==> src/rtl/damage_dispatcher.sv <==
// Two-channel buffered damage dispatcher: per-channel FIFO of {target, amount} drained onto a
// registered one-cycle damage pulse bus. Optional drop counters with `define DAMAGE_DROP_CNT_EN.
module damage_dispatcher #(
    parameter int NUM_UNITS  = 16,
    parameter int DMG_W      = 9,
    parameter int SEL_W      = 5,
    parameter int FIFO_DEPTH = 4
) (
    input  logic                       Clk,
    input  logic                       Reset,
    input  logic                       apply_en,
    input  logic                       u_req_valid,
    output logic                       u_req_ready,
    input  logic [SEL_W-1:0]           u_req_target,
    input  logic [DMG_W-1:0]           u_req_amount,
    input  logic                       e_req_valid,
    output logic                       e_req_ready,
    input  logic [SEL_W-1:0]           e_req_target,
    input  logic [DMG_W-1:0]           e_req_amount,
    output logic [NUM_UNITS*DMG_W-1:0] enemy_applied_dmg,
    output logic [DMG_W-1:0]           enemy_tower_dmg,
    output logic [NUM_UNITS*DMG_W-1:0] unit_applied_dmg,
    output logic [DMG_W-1:0]           friendly_tower_dmg,
    output logic                       u_applied_valid,
    output logic                       e_applied_valid,
    output logic                       busy
`ifdef DAMAGE_DROP_CNT_EN
    ,
    output logic [7:0]                 u_drop_cnt,
    output logic [7:0]                 e_drop_cnt
`endif
);
    localparam int PTR_W   = $clog2(FIFO_DEPTH);
    localparam int ENTRY_W = SEL_W + DMG_W;
    localparam int BUS_W   = (NUM_UNITS + 1) * DMG_W;

    // Channel 0 carries friendly-dealt damage, channel 1 enemy-dealt damage.
    logic [1:0]               req_valid;
    logic [1:0][ENTRY_W-1:0]  req_entry;
    logic [1:0]               push, pop, full, empty;
    logic [1:0][ENTRY_W-1:0]  head;
    logic [1:0][SEL_W-1:0]    head_tgt;
    logic [1:0][DMG_W-1:0]    head_amt;
    logic [ENTRY_W-1:0]       mem_q [2][FIFO_DEPTH];
    logic [ENTRY_W-1:0]       mem_d [2][FIFO_DEPTH];
    logic [1:0][PTR_W:0]      wr_ptr_q, wr_ptr_d;
    logic [1:0][PTR_W:0]      rd_ptr_q, rd_ptr_d;
    logic [1:0][BUS_W-1:0]    bus_q, bus_d;
    logic [1:0]               vld_q, vld_d;

`ifdef DAMAGE_DROP_CNT_EN
    logic [1:0][7:0]          drop_cnt_q, drop_cnt_d;

    function automatic logic [7:0] sat_inc(input logic [7:0] v);
        return (v == 8'hFF) ? v : v + 8'd1;
    endfunction
`endif

    always_comb begin
        req_valid    = {e_req_valid, u_req_valid};
        req_entry[0] = {u_req_target, u_req_amount};
        req_entry[1] = {e_req_target, e_req_amount};
        mem_d        = mem_q;
        wr_ptr_d     = wr_ptr_q;
        rd_ptr_d     = rd_ptr_q;
        bus_d        = '0;
        vld_d        = '0;
        push         = '0;
        pop          = '0;
        full         = '0;
        empty        = '0;
        head         = '0;
        head_tgt     = '0;
        head_amt     = '0;
`ifdef DAMAGE_DROP_CNT_EN
        drop_cnt_d   = drop_cnt_q;
`endif
        for (int c = 0; c < 2; c++) begin
            empty[c]    = (wr_ptr_q[c] == rd_ptr_q[c]);
            full[c]     = (wr_ptr_q[c][PTR_W-1:0] == rd_ptr_q[c][PTR_W-1:0]) &&
                          (wr_ptr_q[c][PTR_W] != rd_ptr_q[c][PTR_W]);
            push[c]     = req_valid[c] && !full[c];
            pop[c]      = apply_en && !empty[c];
            head[c]     = mem_q[c][rd_ptr_q[c][PTR_W-1:0]];
            head_tgt[c] = head[c][ENTRY_W-1 -: SEL_W];
            head_amt[c] = head[c][DMG_W-1:0];

            if (push[c]) begin
                mem_d[c][wr_ptr_q[c][PTR_W-1:0]] = req_entry[c];
                wr_ptr_d[c] = wr_ptr_q[c] + 1'b1;
            end

            if (pop[c]) begin
                rd_ptr_d[c] = rd_ptr_q[c] + 1'b1;
                // Index NUM_UNITS is the tower slot, placed just above the unit slices.
                if (head_tgt[c] <= SEL_W'(NUM_UNITS)) begin
                    vld_d[c] = 1'b1;
                    for (int i = 0; i <= NUM_UNITS; i++) begin
                        if (head_tgt[c] == SEL_W'(i)) begin
                            bus_d[c][i*DMG_W +: DMG_W] = head_amt[c];
                        end
                    end
                end else begin
`ifdef DAMAGE_DROP_CNT_EN
                    drop_cnt_d[c] = sat_inc(drop_cnt_q[c]);
`else
                    // Out-of-range entries are consumed with no trace.
`endif
                end
            end
        end
    end

    always_ff @(posedge Clk) begin
        if (Reset) begin
            wr_ptr_q <= '0;
            rd_ptr_q <= '0;
            bus_q    <= '0;
            vld_q    <= '0;
`ifdef DAMAGE_DROP_CNT_EN
            drop_cnt_q <= '0;
`endif
        end else begin
            wr_ptr_q <= wr_ptr_d;
            rd_ptr_q <= rd_ptr_d;
            bus_q    <= bus_d;
            vld_q    <= vld_d;
`ifdef DAMAGE_DROP_CNT_EN
            drop_cnt_q <= drop_cnt_d;
`endif
        end
        mem_q <= mem_d;
    end

    assign u_req_ready        = !full[0];
    assign e_req_ready        = !full[1];
    assign busy               = !empty[0] || !empty[1];
    assign enemy_applied_dmg  = bus_q[0][NUM_UNITS*DMG_W-1:0];
    assign enemy_tower_dmg    = bus_q[0][NUM_UNITS*DMG_W +: DMG_W];
    assign unit_applied_dmg   = bus_q[1][NUM_UNITS*DMG_W-1:0];
    assign friendly_tower_dmg = bus_q[1][NUM_UNITS*DMG_W +: DMG_W];
    assign u_applied_valid    = vld_q[0];
    assign e_applied_valid    = vld_q[1];
`ifdef DAMAGE_DROP_CNT_EN
    assign u_drop_cnt         = drop_cnt_q[0];
    assign e_drop_cnt         = drop_cnt_q[1];
`endif

endmodule

==> config.mk <==
export PLATFORM = sky130hd
export DESIGN_NAME = damage_dispatcher
export DESIGN_NICKNAME = d
export VERILOG_FILES = /design/src/rtl/damage_dispatcher.sv
export SDC_FILE = /design/constraint.sdc
export NUM_CORES = 1
export LEC_CHECK = 0
export ABC_AREA = 1
export BUFFER_PORTS_ARGS = -buffer_cell sky130_fd_sc_hd__buf_2
export CAP_MARGIN = 40
export CORE_MARGIN = 5
export CORE_UTILIZATION = 47
export DETAILED_ROUTE_END_ITERATION = 8
export PLACE_DENSITY = 0.84
export SLEW_MARGIN = 20
export SYNTH_ARGS = -nofsm -noshare
export SYNTH_HDL_FRONTEND = slang
export SYNTH_SLANG_ARGS = --single-unit
export TNS_END_PERCENT = 10
==> constraint.sdc <==
create_clock -name Clk -period 2.2 [get_ports Clk]
set_clock_uncertainty 0.2 [all_clocks]
set_input_delay 0.44 -clock Clk [delete_from_list [all_inputs] [get_ports Clk]]
set_output_delay 0.44 -clock Clk [all_outputs]
set_load 0.01 [all_outputs]
* Word level (Yosys, flattened, before mapping)
Cells that the tools add are included.
** Word-level totals
- Register bits :: 432
- Bits of input ports :: 33
- Output and inout port bits :: 311
- Word-level logic and storage cells :: 205
** Cells by class
- $add $sub $neg :: 4
- Order comparisons :: 8
- Equality and inequality tests :: 38
- Muxes and demuxes :: 14
- Bitwise logic cells :: 42
- Reductions and logical operators :: 51
** Operators with widths (number)
- OR reduction 4 bit :: 34
- bitwise mux 56 bit :: 2
- 2-to-1 mux 14 bit :: 6
- equality test 5 x 4 -> 1 bit (second input constant) :: 16
- binary-select mux 14 bit (select 2 bit) :: 2
- demux 14 bit (select 2 bit) :: 2
- equality test 5 x 3 -> 1 bit (second input constant) :: 8
- inverter 1 bit :: 38
- equality test 5 x 2 -> 1 bit (second input constant) :: 4
- adder 3 x 1 -> 3 bit (second input constant) :: 4
- >= comparator 3 bit (second input constant) :: 4
- inverter 2 -> 3 bit :: 4
- equality test 5 x 1 -> 1 bit (second input constant) :: 2
- equality test 5 bit (second input constant) :: 2
- <= comparator 5 bit (second input constant) :: 2
- zero test 5 bit :: 2
- logical AND 1 bit :: 8
- equality test 3 bit :: 2
- less-than comparator 3 x 1 -> 1 bit (second input constant) :: 2
- equality test 2 bit :: 2
- zero test 1 bit :: 4
- OR reduction 2 bit :: 2
- 2-to-1 mux 1 bit :: 2
- != test 1 bit :: 2
- logical OR 1 bit :: 1

* Depth between registers and ports, before layout
Gate-level depths: netlist (run 1).
- Word-level depth :: 7
- Depth in mapped cells :: 10
- Depth with buffers taken out :: 10

* Worst setup path after synthesis (run 1)
Ideal clock, no wire load.
- Kind :: reg2reg
- From :: register rd_ptr_q[0] (netlist bit)
- To :: register mem_q[100] (netlist bit) (enable)
- Library setup time :: 385 ps
- Arrival :: 1695 ps
- Data required time :: 1615 ps
- Slack :: -80 ps
- Stages on the path, launching flop included :: 8
- Buffers on the path :: 1
- Period minus slack after synthesis :: 2280 ps
- Cell sequence :: dfxtp_1 > inv_2 > buf_4 > nand2_1 > nand2_1 > nand4_1 > nand2_1 > nor2_1
** On the way
- Longest elaborated chain between the ends :: 4
** RTL lines
- from (decl) :: RTL line 47 : logic [1:0][PTR_W:0] rd_ptr_q, rd_ptr_d;
- from (signal assigned) :: RTL line 125 : rd_ptr_q <= rd_ptr_d;
- equality test 2 bit :: RTL line 80 : full[c] = (wr_ptr_q[c][PTR_W-1:0] == rd_ptr_q[c][PTR_W-1:0]) &&
- logical AND 1 bit :: RTL line 80
- zero test 1 bit
- named net u_req_ready :: RTL line 13 : output logic u_req_ready,
- logical AND 1 bit :: RTL line 82 : push[c] = req_valid[c] && !full[c];
- to (signal assigned) :: RTL line 132 : mem_q <= mem_d;
- to (decl) :: RTL line 44 : logic [ENTRY_W-1:0] mem_q [2][FIFO_DEPTH];
The timed path passes the listed nets, and every way through them passes these cells.
A chain may end at the register's enable or synchronous reset.

* Final worst setup path (run 1)
- From :: register wr_ptr_q[5] (netlist bit)
- To :: output busy
** On the way
- Longest elaborated chain between the ends :: 3
** RTL lines
- from (decl) :: RTL line 46 : logic [1:0][PTR_W:0] wr_ptr_q, wr_ptr_d;
- from (signal assigned) :: RTL line 124 : wr_ptr_q <= wr_ptr_d;
- equality test 3 bit :: RTL line 79 : empty[c] = (wr_ptr_q[c] == rd_ptr_q[c]);
- zero test 1 bit :: RTL line 137 : assign busy = !empty[0] || !empty[1];
- logical OR 1 bit :: RTL line 137
- to (decl) :: RTL line 26 : output logic busy
No other way between the ends.

==> results_dict.tcl, run 1 <==
set metrics [dict create \
    netlist_area_um2 13100 \
    synth_top_flop_cell "dfxtp_1" \
    grt_overflow 0 \
    start_kind "flop" \
    cts_root_buf "clkbuf_16" \
    synth_nets 1186 \
    cp_num_cells 5 \
    status "finished, violations left" \
    post-route-period-util 1.00 \
    port_buffers 343 \
    ir_drop_mv 0.465 \
    htreeDepth 2 \
    avgSynthCellArea_um2 11.4 \
    chipWidth_um 177 \
    worstPathMaxFanout 4 \
    worst_pin_slew_ps 332 \
    grt_pass1_wl_um 53400 \
    ioPinCount 344 \
    grt_use_total 0.218 \
    finalCriticalPeriod_ps 2210 \
    critPathSlowestCell "dfxtp_1" \
    dp.cells 1857 \
    via_count 9700 \
    yosysTopAreaCellShare 0.491 \
    p_total_mw 17.7 \
    cts.clk_slew.worst_paths_ps 60 \
    final_hold_viol_count 0 \
    synth_area_leaders "dfxtp_1 49%, edfxtp_1 26%, nor2_1 9.5%, nand2_1 4.3%, buf_2 1.8%" \
    min-delay-path-class "input port to flop" \
    crit_path_max_incr_delay_ps 380 \
    yosysWarnings 0 \
    core-area_um2 27600 \
    synth-seq-cells 432 \
    clock-sinks 432 \
    instances_no_fill 1974 \
    drcViolationCount 0 \
    critPathMostFrequentCell "nand2_1" \
    routed_wl_um 35200 \
    required_ps 1560 \
    p_sw_mw 4.44 \
    dieArea_um2 31200 \
    grt_pass1_vias 9682 \
    path_class "flop to output port" \
    clkPwrFrac 0.410 \
    gp_congestion 0.850 \
    r2r_cells 10 \
    worstSetupEndpointType "output port" \
    fp.dieH_um 177 \
    tritoncts "done" \
    synth_top_area_cell "dfxtp_1" \
    p_seq_frac 0.475 \
    syn_inst 1143 \
    wl_per_cell_um 17.8 \
    final.setup.worst_slack_ps -8.86 \
    grt_max_degree 23 \
    p_leak_nw 8.16 \
    avgViaCountPerCell 4.91 \
    cp.buffers_inverters 1 \
    internal-power_mw 13.3 \
    cts_buffers 41 \
    crit_chain "nand2_1 > nand2_1 > nand3_2 > or2_4 > buf_6" \
    pwr-share-comb 0.115 \
    clock.fmax_mhz 453 \
    max_slew_margin 0.778 \
    hpwl_um 23900 \
    ys_seq_area_frac 0.748 \
    final_util 0.623 \
    pre_cts_ws_ps 99.3 \
    cts.path.max_buffers 3 \
    setup_violations 1 \
    insertion_delay_ps 520 \
    nets 1608 \
    critPathArrivalTime_ps 1570 \
    initialDrtViolationCount 742 \
    whs_ps 26.9 \
    ant_nets 0 \
    antenna_found_initial 2 \
    hold_depth 3 \
    swShare 0.250 \
    async_flop_share 0 \
    drive_gt1_frac 0.345 \
    cap_violations 0 \
    area_growth_pct 31.9 \
    synth_edf_count 112 \
    num_rows 61 \
    power_density_nw_per_um2 1030 \
    synth_cell_type_count 26 \
    rsz0062_at_grt "yes" \
    start_util 0.473 \
    crit_family "simple AND/OR/NAND/NOR gates" \
    violations "negative setup slack" \
    firstDrtPassIters 7 \
    drv_slew 0 \
]
-- cells in the final DEF, fill, tap and decap left out, types with 7 or more instances in the layout --
master,netlist,layout
buf_2,46,342
nor2_1,330,330
dfxtp_1,320,312
nand2_1,151,147
edfxtp_1,112,112
buf_4,4,58
clkbuf_16,0,48
nand2_2,33,37
dlygate4sd3_1,0,29
a21oi_1,24,24
inv_1,27,23
nand3_1,22,22
a32o_1,18,18
ha_1,10,10
nor2_4,5,7
nor2_2,9,7
clkinv_2,0,7
-- area by class of cell --
type	instances	area, µm²
repair buffers	431	2460
repair inverters	1	6.26
well taps	378	473
flip-flops and latches	432	9790
multi-input cells	627	2920
diodes	1	2.50
inverters	31	131
clock buffers	58	1290
clock inverters	15	146
fillers	2033	10400
-- Yosys cell counts (3+ instances only) --
library cell  instances
a21oi_1              24
a32o_1               18
buf_2                46
buf_4                 4
clkbuf_1              3
dfxtp_1             320
edfxtp_1            112
ha_1                 10
inv_1                27
inv_2                 4
nand2_1             151
nand2_2              33
nand3_1              22
nand3_2               6
nor2_1              330
nor2_2                9
nor2_4                5
o21ai_0               6
-- registers in the layout (all words and copies together) (netlist names) --
name,flops
rd_ptr_q,6
friendly_tower_dmg,9
unit_applied_dmg,144
vld_q,2
wr_ptr_q,6
enemy_applied_dmg,144
enemy_tower_dmg,9
mem_q,112
-- cell families after synthesis --
kind of cell,Yosys count,synth area share
AO/OA/AOI/OAI,48,0.0253
XOR/XNOR,2,0.00134
adder cells (fa/ha/maj),10,0.00958
buffers and inverters,84,0.0297
flip-flops,432,0.748
AND/OR/NAND/NOR,567,0.186
-- tightest hold or removal path: cells and delay by family --
family,cells,cell delay [ps]
buffers and inverters,1,120
AO/OA/AOI/OAI,1,60
AND/OR/NAND/NOR,1,80
-- what timing repair did --
action | in CTS | in global routing
gates cloned | 1 | 0
endpoints found under the setup margin | 3 | 34
hold buffers | 29 | 0
buffers inserted | 7 | 6
pin swaps | 5 | 4
gates resized for setup | 25 | 8
endpoints found under the hold margin | 114 | 0
-- metal layers --
metal	GRT usage	share of wire
met5	0	0.00020
met4	0.0970	0.043
met3	0.0378	0.073
met2	0.378	0.50
met1	0.266	0.38
-- metrics by stage --
| stage | instance area, µm² | TNS (ps) |
|---|---|---|
| finish | 17200 | -8.86 |
| global route | 17200 | -397 |
| CTS | 17200 | -50.3 |
| detailed placement | 15300 | 0 |
| global placement | 15300 | 0 |
| floorplan | 13100 | -8590 |
-- power groups by stage --
| stage | Sequential (mW) | Combinational (mW) | Clock, mW |
|---|---|---|---|
| 2_1_floorplan | 8.59 | 1.18 | 0 |
| 3_3_place_gp | 8.57 | 1.82 | 0 |
| 3_5_place_dp | 8.58 | 1.86 | 0 |
| 4_1_cts | 8.42 | 1.98 | 7.36 |
| 5_1_grt | 8.43 | 2.19 | 7.71 |
| 6_report | 8.42 | 2.04 | 7.26 |
-- path summary, 6_finish.rpt --
check | startpoint | end | slack [ps]
worst min-delay path | u_req_valid | wr_ptr_q[2] | 30
worst max register to register | rd_ptr_q[3] | unit_applied_dmg[8] | 130
worst max-delay path | wr_ptr_q[5] | busy | -9
worst min register to register | wr_ptr_q[5] | wr_ptr_q[5] | 310
No activity file was read; power rests on OpenSTA's default activity.
==> run 2, diff against run 1 <==
--- a/config.mk
+++ b/config.mk
@@ -9,9 +9,9 @@
 export BUFFER_PORTS_ARGS = -buffer_cell sky130_fd_sc_hd__buf_2
 export CAP_MARGIN = 40
 export CORE_MARGIN = 5
-export CORE_UTILIZATION = 47
+export CORE_UTILIZATION = 31
 export DETAILED_ROUTE_END_ITERATION = 8
-export PLACE_DENSITY = 0.84
+export PLACE_DENSITY = 0.63
 export SLEW_MARGIN = 20
 export SYNTH_ARGS = -nofsm -noshare
 export SYNTH_HDL_FRONTEND = slang
==> results_dict.tcl, run 2 (synthesis results as in run 1) <==
set metrics [dict create \
    avgViaCountPerCell 4.34 \
    power_density_nw_per_um2 1010 \
    min-delay-path-class "input port to flop" \
    pre_cts_ws_ps 52.3 \
    setup_violations 2 \
    final_hold_viol_count 0 \
    start_kind "flop" \
    chipWidth_um 215 \
    clock.fmax_mhz 453 \
    hpwl_um 25200 \
    initialDrtViolationCount 556 \
    p_leak_nw 8.23 \
    clock-sinks 432 \
    cts_buffers 42 \
    internal-power_mw 13.4 \
    max_slew_margin 0.663 \
    area_growth_pct 34.9 \
    port_buffers 343 \
    p_total_mw 17.9 \
    cts.path.max_buffers 3 \
    p_seq_frac 0.471 \
    start_util 0.312 \
    drv_slew 0 \
    fillCellCount 3908 \
    p_sw_mw 4.48 \
    pwr-share-comb 0.126 \
    grt_overflow 0 \
    final_common_cell "buf_2" \
    worstPathMaxFanout 2 \
    core-area_um2 41900 \
    htreeDepth 2 \
    grt_max_degree 29 \
    critPathArrivalTime_ps 1570 \
    grt_pass1_vias 9300 \
    status "finished, violations left" \
    dp.cells 2007 \
    ir_drop_mv 0.538 \
    path_class "flop to output port" \
    setup_tns_ps -13.8 \
    routed_wl_um 35700 \
    cts_root_buf "clkbuf_16" \
    via_count 9262 \
    nets 1605 \
    grt_use_total 0.147 \
    wl_per_cell_um 16.7 \
    final_util 0.421 \
    gp_congestion 0.765 \
    firstDrtPassIters 5 \
    swShare 0.251 \
    tritoncts "done" \
    post-route-period-util 1.00 \
    drive_gt1_frac 0.342 \
    num_rows 75 \
    fp.dieH_um 215 \
    rsz0062_at_grt "yes" \
    cap_violations 0 \
    ant_nets 0 \
    crit_chain "buf_6 > nand2_2 > nand2_2 > nand3_2 > or2_4 > buf_6" \
    required_ps 1560 \
    layout_common_cells "342 x buf_2, 329 x nor2_1, 311 x dfxtp_1" \
    violations "negative setup slack" \
    final.setup.worst_slack_ps -8.65 \
    insertion_delay_ps 540 \
    finalCriticalPeriod_ps 2210 \
    antenna_found_initial 5 \
    worst_pin_slew_ps 506 \
    dieArea_um2 46300 \
    drcViolationCount 0 \
    cts.clk_slew.worst_paths_ps 60 \
    grt_pass1_wl_um 54300 \
    ioPinCount 344 \
    instances_no_fill 2136 \
    clkPwrFrac 0.404 \
    worstSetupEndpointType "output port" \
    critPathSlowestCell "dfxtp_4" \
    crit_path_max_incr_delay_ps 380 \
]
run 2: area by class of cell:
cell class	instances	area, µm²	area share
antenna	2	5.00	0.000284
timing repair buffer	428	2600	0.148
multi-input combinational	627	2990	0.170
sequential	432	9790	0.556
inverter	31	136	0.00774
clock inverter	10	106	0.00604
tap	539	674	0.0383
clock buffer	67	1310	0.0742
run 2: repair_timing:
action | CTS | global route
resized for setup | 39 | 14
buffers inserted | 15 | 1
gates cloned | 1 | 0
setup endpoints to repair | 3 | 163
hold endpoints to repair | 115 | 0
pin swaps | 7 | 4
hold buffers | 32 | 0
run 2: power groups by stage:
stage / sequential [mW] / clock [mW] / combinational [mW]
after CTS: 8.40 / 7.36 / 2.22
after detailed placement: 8.57 / 0 / 2.03
after floorplan: 8.59 / 0 / 1.18
final: 8.41 / 7.22 / 2.24
after global routing: 8.42 / 7.73 / 2.43
after global placement: 8.56 / 0 / 1.83
run 2: path summary, 6_finish.rpt:
check | start | cells after the start | to | slack (ps)
hold / removal | apply_en | 3 | rd_ptr_q[1] | 150
setup reg to reg | wr_ptr_q[3] | 12 | unit_applied_dmg[104] | 80
setup / recovery | rd_ptr_q[4] | 6 | busy | -9
hold reg to reg | wr_ptr_q[5] | 2 | wr_ptr_q[5] | 320
run 2: critical path: cells and delay by family, from the launching register on:
| kind | cells | cell delay (ps) |
|---|---|---|
| buf+inv | 2 | 230 |
| flops | 1 | 380 |
| simple gates | 4 | 440 |
run 2: per-layer routing:
layer | track usage | wire, µm | vias to the layer above
li1 | - | - | 4482
met1 | 0.185 | 15200 | 4460
met2 | 0.256 | 17700 | 256
met3 | 0.0317 | 1900 | 58
met4 | 0.0440 | 791 | 6
met5 | 0 | 28 | -
run 2: metrics by stage:
| step | hold slack (ps) | area (µm²) |
|---|---|---|
| 6_report | 146 | 17600 |
| 5_1_grt | 159 | 17600 |
| 4_1_cts | 114 | 17500 |
| 3_5_place_dp | 313 | 15600 |
| 3_3_place_gp | 292 | 15400 |
| 2_1_floorplan | 272 | 13100 |
==> run 3, diff against run 2 <==
--- a/config.mk
+++ b/config.mk
@@ -12,7 +12,6 @@
 export CORE_UTILIZATION = 31
 export DETAILED_ROUTE_END_ITERATION = 8
 export PLACE_DENSITY = 0.63
-export SLEW_MARGIN = 20
 export SYNTH_ARGS = -nofsm -noshare
 export SYNTH_HDL_FRONTEND = slang
 export SYNTH_SLANG_ARGS = --single-unit
==> constraint.sdc (replaced) <==
create_clock -name Clk -period 2 [get_ports Clk]
set_clock_uncertainty 0.2 [all_clocks]
set_input_delay 0.4 -clock Clk [delete_from_list [all_inputs] [get_ports Clk]]
set_output_delay 0.4 -clock Clk [all_outputs]
set_load 0.01 [all_outputs]
==> results_dict.tcl, run 3 (synthesis results as in run 1) <==
set metrics [dict create \
    antenna_found_initial 0 \
    post-route-period-util 1.08 \
    firstDrtPassIters 4 \
    power_density_nw_per_um2 1090 \
    final.setup.worst_slack_ps -157 \
    reg2reg_to "enemy_applied_dmg[41]" \
    fillCellCount 3863 \
    r2r_start "rd_ptr_q[0]" \
    routed_wl_um 36000 \
    hold_start "apply_en" \
    ioPinCount 344 \
    ir_drop_mv 0.599 \
    pwr-share-comb 0.140 \
    grt_pass1_wl_um 54000 \
    num_rows 75 \
    n_antenna_cell 0 \
    avgViaCountPerCell 4.31 \
    worst_pin_slew_ps 531 \
    min-delay-path-class "input port to flop" \
    hpwl_um 25100 \
    cap_violations 0 \
    grt_overflow 0 \
    drcViolationCount 0 \
    dp.cells 2028 \
    swShare 0.254 \
    drive_gt1_frac 0.388 \
    max_slew_margin 0.646 \
    drv_slew 0 \
    tritoncts "done" \
    port_buffers 343 \
    worstSetupEndpointType "output port" \
    cts_root_buf "clkbuf_16" \
    path_class "flop to output port" \
    instances_no_fill 2171 \
    violations "negative setup slack" \
    r2r_slack_ps -20 \
    critPathSlowestCell "dfxtp_4" \
    grt_use_total 0.146 \
    worstPathMaxFanout 4 \
    cts_buffers 41 \
    p_total_mw 19.9 \
    hold_depth 5 \
    final_common_cell "buf_2" \
    grt_pass1_vias 9449 \
    insertion_delay_ps 540 \
    crit_chain "nand2_1 > nand2_4 > nand3_4 > or2_4 > buf_6" \
    initialDrtViolationCount 589 \
    cts.clk_slew.worst_paths_ps 60 \
    ant_nets 0 \
    via_count 9367 \
    internal-power_mw 14.8 \
    core-area_um2 41900 \
    start_kind "flop" \
    clkPwrFrac 0.396 \
    wl_per_cell_um 16.6 \
    clock.fmax_mhz 464 \
    p_leak_nw 8.56 \
    dieArea_um2 46300 \
    required_ps 1400 \
    crit_path_max_incr_delay_ps 380 \
    cts.path.max_buffers 3 \
    clock-sinks 432 \
    hold_end "rd_ptr_q[2]" \
    p_seq_frac 0.465 \
    setup_violations 8 \
    final_hold_viol_count 0 \
    p_sw_mw 5.05 \
    fp.dieH_um 215 \
    grt_max_degree 18 \
    nets 1644 \
    area_growth_pct 39.4 \
    chipWidth_um 215 \
    layout_common_cells "340 x buf_2, 309 x dfxtp_1, 307 x nor2_1" \
    status "finished, violations left" \
    r2r_cells 10 \
    gp_congestion 0.812 \
    htreeDepth 2 \
    critPathArrivalTime_ps 1560 \
    finalCriticalPeriod_ps 2160 \
    rsz0062_at_grt "yes" \
    start_util 0.312 \
]
run 3: stage by stage:
| stage | utilization | hold slack (ps) | instance area (µm²) | setup slack [ps] | setup TNS (ps) |
|---|---|---|---|---|---|
| 2_1_floorplan | - | 269 | 13100 | -107 | -11630 |
| 3_3_place_gp | 0.378 | 297 | 15800 | 5.42 | 0 |
| 3_5_place_dp | 0.378 | 305 | 15800 | -53.1 | -570 |
| 4_1_cts | 0.426 | 76.6 | 17800 | -205 | -2230 |
| 5_1_grt | 0.435 | 120 | 18200 | -229 | -9960 |
| 6_report | 0.435 | 112 | 18200 | -157 | -384 |
run 3: routing by layer:
layer  vias to the layer above  wire length [µm]  global-route usage  share of wire
li1                       4560                 -                   -              -
met1                      4493             15000               0.178           0.42
met2                       243             18000               0.257           0.50
met3                        71              1790              0.0286          0.050
met4                         0              1240              0.0561          0.035
met5                         -                 0                   0              0
run 3: area by class of cell:
cell class | instances | area (µm²) | area share
Tap cell | 539 | 674 | 0.0370
Timing Repair Buffer | 464 | 2990 | 0.164
Sequential cell | 432 | 9800 | 0.538
Clock buffer | 60 | 1260 | 0.0694
Inverter | 31 | 124 | 0.00680
Multi-Input combinational cell | 631 | 3220 | 0.177
Clock inverter | 14 | 141 | 0.00777
run 3: power groups by stage:
stage	clock network (mW)	registers, mW	logic (mW)
finish	7.86	9.24	2.77
global route	8.39	9.25	2.99
CTS	8.04	9.24	2.54
detailed placement	0	9.43	2.35
global placement	0	9.42	2.34
floorplan	0	9.45	1.30
run 3: worst max path at each step:
| stage | to | slack, ps | depth (start not counted) | startpoint |
|---|---|---|---|---|
| after detailed placement | enemy_applied_dmg[16] | -50 | 8 | rd_ptr_q[0] |
| after global placement | busy | 5 | 6 | rd_ptr_q[0] |
| after global routing | busy | -230 | 6 | wr_ptr_q[4] |
| after floorplan | mem_q[100] | -110 | 7 | rd_ptr_q[0] |
| after CTS | busy | -210 | 6 | wr_ptr_q[1] |
| final | busy | -160 | 5 | rd_ptr_q[0] |
run 3: worst max-delay path, delay by kind of cell, from the launching register on:
| family | cells | cell delay, ps |
|---|---|---|
| DFF | 1 | 380 |
| buffers and inverters | 1 | 120 |
| and+or+nand+nor | 4 | 510 |
run 3: repair_timing:
| action | 4_1_cts | 5_1_grt |
|---|---|---|
| pin swaps | 7 | 22 |
| gates cloned | 0 | 4 |
| hold buffers | 32 | 0 |
| setup buffers | 20 | 13 |
| endpoints found under the hold margin | 118 | 0 |
| setup endpoints to repair | 43 | 293 |
| resized for setup | 42 | 74 |
